File: config.mk
export PLATFORM = sky130hd
export DESIGN_NAME = wptr_handler
export DESIGN_NICKNAME = d
export VERILOG_FILES = /design/src/rtl/fifo_pkg.sv /design/src/rtl/wptr_handler_gray2bin.sv /design/src/rtl/wptr_handler.sv
export SDC_FILE = /design/constraint.sdc
export NUM_CORES = 1
export LEC_CHECK = 0
export BUFFER_PORTS_ARGS = -buffer_cell sky130_fd_sc_hd__buf_4
export CORE_MARGIN = 2
export CORE_UTILIZATION = 35
export CTS_BUF_LIST = sky130_fd_sc_hd__clkbuf_16
export CTS_CLUSTER_SIZE = 16
export DETAILED_ROUTE_END_ITERATION = 10
export SETUP_SLACK_MARGIN = 0.02
export SKIP_LAST_GASP = 1
export SYNTH_ARGS = -nofsm -noshare
export SYNTH_HDL_FRONTEND = slang
export SYNTH_SLANG_ARGS = --single-unit
File: constraint.sdc
create_clock -name wclk -period 3.25 [get_ports wclk]
set_input_delay 0.4875 -clock wclk [delete_from_list [all_inputs] [get_ports wclk]]
set_output_delay 0.4875 -clock wclk [all_outputs]
set_load 0.05 [all_outputs]
File: src/rtl/fifo_pkg.sv
// Shared pointer helpers for the dual-clock Gray-pointer FIFO.
package fifo_pkg;

  localparam int PTR_WIDTH_DEF = 3;
  localparam int DEPTH_DEF = 2 ** PTR_WIDTH_DEF;

  function automatic logic [31:0] bin2gray(
    input logic [31:0] b
  );
    return b ^ (b >> 1);
  endfunction

  function automatic logic [31:0] gray2bin(
    input logic [31:0] g
  );
    logic [31:0] b;
    b = g;
    for (int i = 1; i < 32; i++) begin
      b = b ^ (g >> i);
    end
    return b;
  endfunction

  // Gray value of the write pointer that means "exactly one lap ahead"
  function automatic logic [31:0] full_tgt(
    input logic [31:0] g,
    input int          w
  );
    return g ^ (32'd3 << (w - 2));
  endfunction

endpackage

File: src/rtl/wptr_handler_gray2bin.sv
// Combinational Gray-to-binary decoder, prefix XOR from the MSB.
module gray2bin #(
  parameter int W = 4
) (
  input  logic [W-1:0] gray,
  output logic [W-1:0] bin
);

  for (genvar i = 0; i < W; i++) begin : g_bit
    assign bin[i] = ^(gray >> i);
  end

endmodule

File: src/rtl/wptr_handler.sv
// Write pointer, full, level and almost-full for the async FIFO.
// Optional sticky overflow flag: WPTR_OVF_STICKY_EN.
module wptr_handler
  import fifo_pkg::*;
#(
  parameter int PTR_WIDTH = PTR_WIDTH_DEF,
  parameter int AF_THRESH = 6
) (
  input  logic                 wclk,
  input  logic                 wrst_n,
  input  logic                 w_en,
  input  logic [PTR_WIDTH:0]   g_rptr_sync,
  output logic [PTR_WIDTH:0]   b_wptr,
  output logic [PTR_WIDTH:0]   g_wptr,
  output logic                 full,
  output logic                 almost_full,
  output logic [PTR_WIDTH:0]   wlevel,
  output logic                 overflow,
  input  logic                 ovf_clr
);

  localparam int PW = PTR_WIDTH + 1;
  localparam logic [PW-1:0] AF = PW'(AF_THRESH);

  logic          w_acc;
  logic [PW-1:0] b_next;
  logic [PW-1:0] g_next;
  logic [PW-1:0] b_rptr_s;
  logic [PW-1:0] lvl_next;
  logic          full_next;

  gray2bin #(.W(PW)) u_g2b (
    .gray (g_rptr_sync),
    .bin  (b_rptr_s)
  );

  assign w_acc     = w_en & ~full;
  assign b_next    = b_wptr + PW'(w_acc);
  assign g_next    = PW'(bin2gray(32'(b_next)));
  assign full_next = (32'(g_next) ==
                      full_tgt(32'(g_rptr_sync), PW));
  assign lvl_next  = b_next - b_rptr_s;

  always_ff @(posedge wclk) begin
    if (!wrst_n) begin
      b_wptr      <= '0;
      g_wptr      <= '0;
      full        <= 1'b0;
      almost_full <= 1'b0;
      wlevel      <= '0;
    end else begin
      b_wptr      <= b_next;
      g_wptr      <= g_next;
      full        <= full_next;
      almost_full <= (lvl_next >= AF);
      wlevel      <= lvl_next;
    end
  end

`ifdef WPTR_OVF_STICKY_EN
  logic ovf_q;

  // set has priority over clear
  always_ff @(posedge wclk) begin
    if (!wrst_n) begin
      ovf_q <= 1'b0;
    end else if (w_en & full) begin
      ovf_q <= 1'b1;
    end else if (ovf_clr) begin
      ovf_q <= 1'b0;
    end
  end

  assign overflow = ovf_q;
`else
  logic unused_ovf_clr;

  assign unused_ovf_clr = ovf_clr;
  assign overflow = 1'b0;
`endif

endmodule

Word-level counts from Yosys, hierarchy flattened
Index checks and enable logic that the tools add are counted.
{"block": "totals", "regBits": 14, "latchBits": 0, "ram_bits": 0, "mem_bits_ro": 0, "inputBits": 8, "out_inout_bits": 15, "elab_cells": 17, "memories": 0}
{"block": "classes", "addsub": 2, "multipliers": 0, "div_mod_pow": 0, "n_lt_le_gt_ge": 1, "n_eq_ne": 1, "shifts": 0, "mux": 0, "n_bitwise": 4, "reduce_logical": 4}
{"op": "$reduce_xor 4->1", "n": 4}
{"op": "$add 4x1->4", "n": 1}
{"op": "$eq 4x4->1", "n": 1}
{"op": "$ge 4x3->1 const B", "n": 1}
{"op": "$sub 4x4->4", "n": 1}
{"op": "$xor 4x3->4", "n": 1}
{"op": "$not 2->2", "n": 1}
{"op": "$and 1x1->1", "n": 1}
{"op": "$not 1->1", "n": 1}

Longest topological paths before layout
{"block": "depth", "ltp_word": 5, "ltp_mapped": 9}

Cells and area by module
A second synthesis with hierarchy kept.
{"block": "unflattened", "hier_cells": 64, "area_unflattened_um2": 660.6}
{"module": "wptr_handler", "instances": 1, "cells_each": 59, "area_per_inst_um2": 610.6, "seq_area_each_um2": 260.2}
{"module": "gray2bin", "instances": 1, "cells_each": 5, "area_per_inst_um2": 50.0, "seq_area_each_um2": 0.0}

Worst setup path before layout
No wires, ideal clock.
{"block": "synth_path", "kind": "register to register", "from": "register full", "to": "register almost_full", "setup_time_ps": 117, "arrival_ps": 2247, "t_required_ps": 3133, "setup_slack_ps": 886, "path_stages_with_launch": 10, "n_path_buf": 0, "cell_sequence": "dfxtp_1 nor2b_1 ha_1 ha_1 xor2_1 ha_1 a21oi_1 o21ai_0 xor2_1 a22o_1"}
{"block": "synth_via", "elab_chain_len": 5}
{"item": "from (decl)", "line_no": "wptr_handler.sv:15", "rtl": "output logic full,"}
{"item": "from (signal assigned)", "line_no": "wptr_handler.sv:54", "rtl": "full <= full_next;"}
{"item": "$not 1->1", "line_no": "wptr_handler.sv:37", "rtl": "assign w_acc = w_en & ~full;"}
{"item": "$and 1x1->1", "line_no": "wptr_handler.sv:37"}
{"item": "$add 4x1->4", "line_no": "wptr_handler.sv:38", "rtl": "assign b_next = b_wptr + PW'(w_acc);"}
{"item": "net b_next[2]", "line_no": "wptr_handler.sv:26", "rtl": "logic [PW-1:0] b_next;"}
{"item": "$sub 4x4->4", "line_no": "wptr_handler.sv:42", "rtl": "assign lvl_next = b_next - b_rptr_s;"}
{"item": "$ge 4x3->1", "line_no": "wptr_handler.sv:55", "rtl": "almost_full <= (lvl_next >= AF);"}
{"item": "to (signal assigned)", "line_no": "wptr_handler.sv:55"}
{"item": "to (decl)", "line_no": "wptr_handler.sv:16", "rtl": "output logic almost_full,"}
The timed path passes the listed nets, and every way through them passes these cells.
A chain may end at the register's enable or synchronous reset.

Worst setup path in the final report
{"block": "layout_path", "from": "input w_en", "to": "register almost_full"}
{"block": "layout_via", "elab_chain_len": 4}
{"item": "from (decl)", "line_no": "wptr_handler.sv:11", "rtl": "input logic w_en,"}
{"item": "$and 1x1->1", "line_no": "wptr_handler.sv:37"}
{"item": "$add 4x1->4", "line_no": "wptr_handler.sv:38"}
{"item": "net b_next[2]", "line_no": "wptr_handler.sv:26"}
{"item": "$sub 4x4->4", "line_no": "wptr_handler.sv:42"}
{"item": "$ge 4x3->1", "line_no": "wptr_handler.sv:55"}
The timed path passes the listed nets, and every way through them passes these cells.

==> impl_metrics.toml <==
[layout]
drive_above_1_share_pct = 30.6
fin_cells = 110
diodes = 0
fillers = 178
nets = 100
final_util_pct = 51.2
regArea_um2 = 260
areaGrowthSynthToFinish_pct = 38.4
multi_input_area_um2 = 344
final_design_area_no_fill_um2 = 883

[setup_path]
path_buf_inv = 1
critPathArrivalTime_ns = 2.41
required_ns = 3.38
worstSetupPathType = "in -> reg"
cp_cell_sequence = "buf_4, nor2b_1, ha_1, ha_1, xor2_1, ha_1, a21oi_1, o21ai_0, xor2_1, a22o_1"
slowest_delay_ns = 0.32
cp-start-kind = "primary input"
worst_path_most_repeated_cell = "ha_1"
critical-path-top-delay-family = "adder cells"
critPathMaxFanout = 3
worst_path_max_delay_cell = "ha_1"
critPathCaptureType = "flip-flop"

[worst_hold_path]
hp-class = "in -> reg"

[clocking]
cts_hold_buf = 0
ctsResizeCount = 0
clk_latency_ns = 0.24
clkSlewWorstSetupHoldPaths_ns = 0.05
numCtsBuffers = 3
clock_tree.htree_level_count = 1
cts_buffer_depth = 2
cts_tree = "built"
postCtsSetupRepairBufs = 0
root_buffer = "clkbuf_16"
clock_sinks = 13

[global_route]
grt_pass1_vias = 420
grt_usage_pct = 12.6
grt_overflow = 0
antenna_found_initial = 0
grt_first_pass_wirelength_um = 1770
grt_max_degree = 8

[detailed_routing]
vias_per_cell = 4.14
vias = 455
ant_nets = 0
drt_wl_total_um = 1110
drc = 0
drt_iter0_markers = 3
wl_per_cell_um = 10.1
first_pass_iters = 4

[floorplanning]
core_area_mm2 = 0.00173
ios = 23
rows = 15
die_x_um = 46.7
start_util_pct = 37.0
dieArea_mm2 = 0.00218
die_h_um = 46.7

[placed_design]
dp_cells = 106
port_buffers = 20
place_area_um2 = 805
pre_cts_slack_ns = 0.735
gp_congestion = 0.780

[power_and_ir_drop]
vdd_ir_drop_max_mv = 0.367
p_per_area_mw_per_mm2 = 742
total_power_mw = 0.656
leakage_nw = 0.432

[sta]
fmax_ghz = 0.438
hold_viol_final = 0
slew_violations = 0
timing.final.crit_share_pct = 70.3
setup_viol = 0
hold_slack_ns = 0.506
setup_ws_ns = 0.966
clock_skew_ns = 0.00376
rsz0062_at_grt = "false"
min_period_ns = 2.28
setup_tns_ns = 0

[logic_synthesis]
yosysSeqAreaShare_pct = 40.8
synthCells = 63
ys_types = 20
ys_seq_elements = 13
yosysWarnings = 0
synth_area_per_cell_um2 = 10.1
synth_fp_nets = 77
netlist_area_um2 = 638

[outcome]
status = "finished clean"

[flow_run]
drv_cap = 0
## final cells by class
| cell class | instances | area share, % |
|---|---|---|
| flip-flops and latches | 13 | 29.5 |
| clock inverters | 1 | 0.425 |
| repair buffers | 20 | 17.0 |
| well taps | 25 | 3.54 |
| clock buffers | 3 | 8.50 |
| multi-input cells | 43 | 39.0 |
| inverters | 5 | 2.12 |
## registers in the layout, indices dropped and copies added, names as in the netlist
| name | cells |
|---|---|
| almost_full | 1 |
| wlevel | 4 |
| b_wptr | 4 |
| full | 1 |
| g_wptr | 3 |
## layout by cell type (no fill, tap or decap), drive strengths merged, types with 2 or more instances in the layout
master	instances
dfxtp	13
buf	20
and2	4
nand2	2
clkbuf	3
ha	5
xor2	6
nor2	7
inv	6
xnor2	10
## worst register-to-register path, stage by stage (launching register included)
cell	delay, ns
dfxtp_1	0.31
nor2b_1	0.11
ha_1	0.21
ha_1	0.22
xor2_1	0.30
ha_1	0.33
a21oi_1	0.16
o21ai_0	0.11
xor2_1	0.17
a22o_1	0.19
## worst paths after layout
check                           startpoint           to  slack, ns  depth (start not counted)
worst max-delay path                  w_en  almost_full       0.97                         10
worst min-delay path                wrst_n    g_wptr[0]       0.51                          2
worst max register to register        full  almost_full       1.04                          9
worst min register to register   b_wptr[3]    b_wptr[3]       0.63                          2
## power by group
| group | internal, mW | switching [mW] | leakage [nW] |
|---|---|---|---|
| registers | 0.185 | 0.00811 | 0.107 |
| logic | 0.0804 | 0.154 | 0.282 |
| clock network | 0.162 | 0.0662 | 0.0423 |
## cells in the mapped netlist, drive strengths merged
master | number | area share (%)
a22o | 1 | 1.4
nor4 | 1 | 2.0
a21oi | 1 | 0.78
inv | 5 | 2.9
nand3 | 1 | 0.78
nor2b | 1 | 0.98
o21ai | 1 | 0.78
fa | 1 | 3.1
a21boi | 1 | 1.2
xnor2 | 10 | 15
conb | 1 | 0.59
dfxtp | 13 | 41
ha | 5 | 9.8
xor2 | 6 | 8.2
nand2 | 2 | 1.2
and2 | 4 | 4.1
nor2 | 7 | 4.1
buf | 2 | 2.4
## routing by layer
metal	track usage [%]	vias up	part of all wire, %
met5	0	-	0
met4	11.7	0	3.1
met3	2.35	4	3.4
met2	18.1	14	47
met1	15.8	199	47
li1	-	238	-
## cells by family after synthesis
family,Yosys count,synth area share [%]
AOI/OAI and AO/OA,4,4.12
xor gates and xnor gates,16,23.1
adders and majority gates,6,12.9
buffers and inverters,7,5.29
DFF,13,40.8
other,1,0.588
and+or+nand+nor,16,13.1
No activity file was read; power rests on OpenSTA's default activity.
